## src/rtl/systolic_skew_feeder_8x8.sv

```systemverilog
// Skewed A/B edge feeder for an 8x8 output-stationary systolic array.
// Latency: a beat accepted at cycle t reaches lane i after i+1 advances (t+i+1 with no bubbles).
// Backpressure: in_ready is high only in STREAM; bubbles freeze every skew chain and drop arr_en.
module systolic_skew_feeder_8x8 #(
  parameter int data_width = 8,
  parameter int N          = 8,
  parameter int flush_len  = 2*N-1,
  parameter int cnt_width  = 16
) (
  input  logic                    clk,
  input  logic                    rst,
  input  logic                    start,
  input  logic                    in_valid,
  output logic                    in_ready,
  input  logic                    in_last,
  input  logic [N*data_width-1:0] a_vec,
  input  logic [N*data_width-1:0] b_vec,
  output logic [N*data_width-1:0] a_skew_flat,
  output logic [N*data_width-1:0] b_skew_flat,
  output logic                    arr_en,
  output logic                    acc_clr,
  output logic                    busy,
  output logic                    done,
  output logic [cnt_width-1:0]    k_count
);

  localparam int FW = $clog2(flush_len + 1);

  typedef enum logic [1:0] {
    S_IDLE   = 2'd0,
    S_STREAM = 2'd1,
    S_FLUSH  = 2'd2,
    S_DONE   = 2'd3
  } state_t;

  state_t               state_q;
  logic [FW-1:0]        flush_cnt_q;
  logic                 in_ready_q;
  logic                 arr_en_q;
  logic                 acc_clr_q;
  logic                 busy_q;
  logic                 done_q;
  logic [cnt_width-1:0] k_count_q;

  logic advance;
  logic flushing;

  // Chains move on an accepted beat or on every flush cycle; flush cycles inject zeros.
  assign flushing = (state_q == S_FLUSH);
  assign advance  = ((state_q == S_STREAM) && in_valid) || flushing;

  // Job control FSM with registered handshake/status outputs.
  always_ff @(posedge clk) begin
    if (rst) begin
      state_q     <= S_IDLE;
      flush_cnt_q <= '0;
      in_ready_q  <= 1'b0;
      arr_en_q    <= 1'b0;
      acc_clr_q   <= 1'b0;
      busy_q      <= 1'b0;
      done_q      <= 1'b0;
      k_count_q   <= '0;
    end else begin
      acc_clr_q <= 1'b0;
      done_q    <= 1'b0;
      arr_en_q  <= advance;
      case (state_q)
        S_IDLE: begin
          if (start) begin
            state_q    <= S_STREAM;
            acc_clr_q  <= 1'b1;
            k_count_q  <= '0;
            in_ready_q <= 1'b1;
            busy_q     <= 1'b1;
          end
        end
        S_STREAM: begin
          if (in_valid) begin
            if (k_count_q != {cnt_width{1'b1}}) begin
              k_count_q <= k_count_q + 1'b1;
            end
            if (in_last) begin
              state_q     <= S_FLUSH;
              in_ready_q  <= 1'b0;
              flush_cnt_q <= FW'(flush_len);
            end
          end
        end
        S_FLUSH: begin
          flush_cnt_q <= flush_cnt_q - 1'b1;
          if (flush_cnt_q == FW'(1)) begin
            state_q <= S_DONE;
            done_q  <= 1'b1;
          end
        end
        S_DONE: begin
          state_q <= S_IDLE;
          busy_q  <= 1'b0;
        end
        default: begin
          state_q    <= S_IDLE;
          in_ready_q <= 1'b0;
          busy_q     <= 1'b0;
        end
      endcase
    end
  end

  assign in_ready = in_ready_q;
  assign arr_en   = arr_en_q;
  assign acc_clr  = acc_clr_q;
  assign busy     = busy_q;
  assign done     = done_q;
  assign k_count  = k_count_q;

  // Lane i gets an (i+1)-deep chain so lane i lags lane 0 by i advances.
  for (genvar i = 0; i < N; i++) begin : g_lane
    logic [data_width-1:0] a_d;
    logic [data_width-1:0] b_d;
    logic [data_width-1:0] a_q [0:i];
    logic [data_width-1:0] b_q [0:i];

    assign a_d = flushing ? '0 : a_vec[i*data_width +: data_width];
    assign b_d = flushing ? '0 : b_vec[i*data_width +: data_width];

    // Shift the lane's chain on advance; otherwise every stage holds.
    always_ff @(posedge clk) begin
      if (rst) begin
        for (int s = 0; s <= i; s++) begin
          a_q[s] <= '0;
          b_q[s] <= '0;
        end
      end else if (advance) begin
        a_q[0] <= a_d;
        b_q[0] <= b_d;
        for (int s = 1; s <= i; s++) begin
          a_q[s] <= a_q[s-1];
          b_q[s] <= b_q[s-1];
        end
      end
    end

    assign a_skew_flat[i*data_width +: data_width] = a_q[i];
    assign b_skew_flat[i*data_width +: data_width] = b_q[i];
  end

endmodule
```

## config.mk

```make
export PLATFORM = sky130hd
export DESIGN_NAME = systolic_skew_feeder_8x8
export DESIGN_NICKNAME = d
export VERILOG_FILES = /design/src/rtl/systolic_skew_feeder_8x8.sv
export SDC_FILE = /design/constraint.sdc
export NUM_CORES = 1
export LEC_CHECK = 0
export CORE_MARGIN = 2
export CORE_UTILIZATION = 55
export DETAILED_ROUTE_END_ITERATION = 7
export GPL_TIMING_DRIVEN = 1
export PLACE_DENSITY = 0.9
export REMOVE_ABC_BUFFERS = 1
export SLEW_MARGIN = 20
export SYNTH_ARGS = -nofsm -noshare
export SYNTH_HDL_FRONTEND = slang
export SYNTH_SLANG_ARGS = --single-unit
```

## constraint.sdc

```tcl
create_clock -name clk -period 23.2 [get_ports clk]
set_input_delay 2.32 -clock clk [delete_from_list [all_inputs] [get_ports clk]]
set_output_delay 2.32 -clock clk [all_outputs]
set_load 0.05 [all_outputs]
```

==> flow_summary.yaml <==
clocking:
  cts_tree: "built"
  post_cts_buffers: 0
  worstSkewPairLatency_ns: 0.60
  ctsHtreeMaxLevel: 2
  numCtsBuffers: 59
  clkSinkCount: 603
  path_clk_slew_ns: 0.06
  ctsResizeCount: 0
  cts_max_path_buffers: 3
  cts_hold_buf: 0
  clk_root_buffer_cell: "clkbuf_16"
setup_path:
  cp-end-kind: "flip-flop"
  worstRegToRegCells: 7
  crit_slowest_cell: "buf_4"
  critPathMostFrequentCell: "buf_4"
  r2r-end: "g_lane[5].b_q[1][0]$_SDFFCE_PN0P_"
  cp_top_family: "buffers and inverters"
  r2r-start: "state_q[1]$_SDFFE_PP0P_"
  path_buf_inv: 5
  cpPeakStageDelay_ns: 0.77
  worst_setup_path_start_kind: "primary input"
  worstSetupPathType: "primary input to flip-flop"
  r2r_slack_ns: 19.21
  arrival_ns: 5.48
  cp_cell_sequence: "buf_2 -> buf_4 -> nand2b_4 -> buf_16 -> buf_4 -> buf_6"
  path_max_fanout: 91
  worstPathRequired_ns: 23.42
layout:
  utilization_pct: 66.81
  syn_to_final_growth_pct: 20.49
  final_nets: 1814
  layout_commonest_cell: "edfxtp_1"
  final_cell_mix: "edfxtp_1, and2_1, clkdlybuf4s50_1"
  drive_gt1_share_pct: 5.920
  final-instance-count-excl-fill: 2263
floorplan:
  core_area_mm2: 0.04176
  initial_core_util_pct: 55.45
  row_count: 75
  die_w_um: 209.2
  die_h_um: 209.2
  ios: 282
  die-area_mm2: 0.04375
synthesis:
  synth-main-ff-cell: "edfxtp_1"
  ys_seq_elements: 603
  async_reset_ff_share_pct: 0
  yosys_warnings: 0
  syn_area_mm2: 0.02315
  postSynthCellCount: 1471
  synth_edf_count: 576
  syn_avg_cell_area_um2: 15.74
  ys_types: 38
  synth-seq-area-share_pct: 77.04
place:
  gp_congestion: 0.8330
  hpwlAfterDp_mm: 20.31
  port_buffers: 281
  dp.cells: 2149
drt:
  wl_met3_mm: 2.665
  first_pass_iters: 6
  ant_nets: 0
  drcViolationCount: 0
  wl_per_cell_um: 15.48
  dr.max_layer_used: "met5"
  drtIter0Drc: 970
  route.final.wire_length_mm: 35.04
  via_per_inst: 4.881
  met1_length_mm: 13.85
  wl_met2_mm: 17.44
  vias: 11050
power:
  p_leak_nw: 10.33
  peakVddDrop_mv: 0.08816
  power_density_mw_per_mm2: 125.7
  p_total_w: 0.003505
hold_path:
  worstHoldPathCells: 1
  hold_path.class: "flip-flop to flip-flop"
  hp-start: "g_lane[6].a_q[0][30]$_SDFFCE_PN0P_"
  hold_end: "g_lane[6].a_q[1][6]$_SDFFCE_PN0P_"
timing:
  layout_min_cycle_time_ns: 5.262
  hold_slack_ns: 0.5100
  relSlewSlack_pct: 36.81
  rsz0062_at_grt: "no"
  setup_tns_ns: 0
  maxSlewViolCount: 0
  hold_viol: 0
  max_freq_mhz: 190.0
  timing.final.crit_share_pct: 22.68
  setup_violations: 0
  finalClockSkew_ns: 0.01457
  worst_pin_slew_ns: 0.9478
flow_run:
  cap_violations: 0
global_route:
  grt_pass1_vias: 11000
  grt_pass1_wl_mm: 55.78
  overflow: 0
  grt_usage_pct: 16.10
  grt_max_degree: 402
  antenna_found_initial: 2
outcome:
  outcome: "finished, final reports clean"
flip-flops by register name, summed over array words and instances, names as in the netlist:
name	cells
flush_cnt_q	4
done	1
g_lane.b_q	288
state_q	2
g_lane.a_q	288
k_count	16
acc_clr	1
arr_en	1
busy	1
in_ready	1
stage by stage:
stage | setup slack [ns] | area, um2
detailed placement | 16.80 | 25860
global route | 17.67 | 27900
finish | 17.94 | 27900
floorplan | 6.113 | 22280
global placement | 16.97 | 25860
CTS | 17.44 | 27830
area by class of cell:
cell class	instances	area (um2)
clock inverters	37	421.7
repair buffers	292	2958
multi-input cells	709	4432
clock buffers	74	1543
fillers	2649	13860
well taps	539	674.4
inverters	8	30.03
flip-flops and latches	603	17840
diodes	1	2.502
cells by family (layout without fill, tap and decap cells):
| family | Yosys count | after routing | share of synthesized area, % |
|---|---|---|---|
| AO/OA/AOI/OAI | 44 | 44 | 1.130 |
| XOR/XNOR | 3 | 3 | 0.1135 |
| adder cells (fa/ha/maj) | 8 | 8 | 0.4323 |
| buffers and inverters | 159 | 411 | 3.907 |
| flip-flops | 603 | 603 | 77.04 |
| multiplexers | 2 | 2 | 0.08647 |
| other | 0 | 1 | 0 |
| AND/OR/NAND/NOR | 652 | 652 | 17.29 |
how the worst max path moves through the flow:
stage                     startpoint                                 end  slack [ns]  cells after the start
after global routing             rst  g_lane[7].b_q[0][33]$_SDFFCE_PN0P_       17.67                      6
final                            rst   g_lane[5].b_q[1][0]$_SDFFCE_PN0P_       17.94                      6
after global placement           rst   g_lane[6].a_q[1][0]$_SDFFCE_PN0P_       16.97                      5
after CTS                        rst  g_lane[7].b_q[0][33]$_SDFFCE_PN0P_       17.44                      5
after detailed placement         rst   g_lane[6].a_q[1][0]$_SDFFCE_PN0P_       16.80                      5
after floorplan                  rst   g_lane[0].a_q[0][0]$_SDFFCE_PP0P_        6.11                      1
power by group:
group          internal [W]  total [W]  switching, W
registers           0.00165    0.00173     0.0000856
clock network      0.000572   0.000957      0.000386
logic              0.000247   0.000816      0.000569
total               0.00247    0.00351       0.00104
cells in the mapped netlist, drive strengths merged (2+ instances only):
library cell,instances,share of area (%)
nand4,5,0.14
a31oi,2,0.054
edfxtp,576,75
buf,83,2.7
nor3,4,0.086
nand2,11,0.18
or4,4,0.13
ha,8,0.43
inv,8,0.13
nor3b,2,0.065
nor2,19,0.32
xor2,3,0.11
and3,2,0.054
dfxtp,27,2.3
a21oi,17,0.37
and4,2,0.076
mux2i,2,0.086
a311oi,2,0.076
o21ai,12,0.26
a211oi,3,0.097
nand3,10,0.22
nand2b,5,0.14
and2,531,14
clkbuf,68,1.1
or3,7,0.19
nor2b,49,1.3
metal layers:
layer	track usage, %	up-vias
met3	5.245	91
met1	19.72	5150
met5	0	-
li1	-	5434
met2	26.33	367
met4	7.069	4
(Power assumes the default switching activity.)
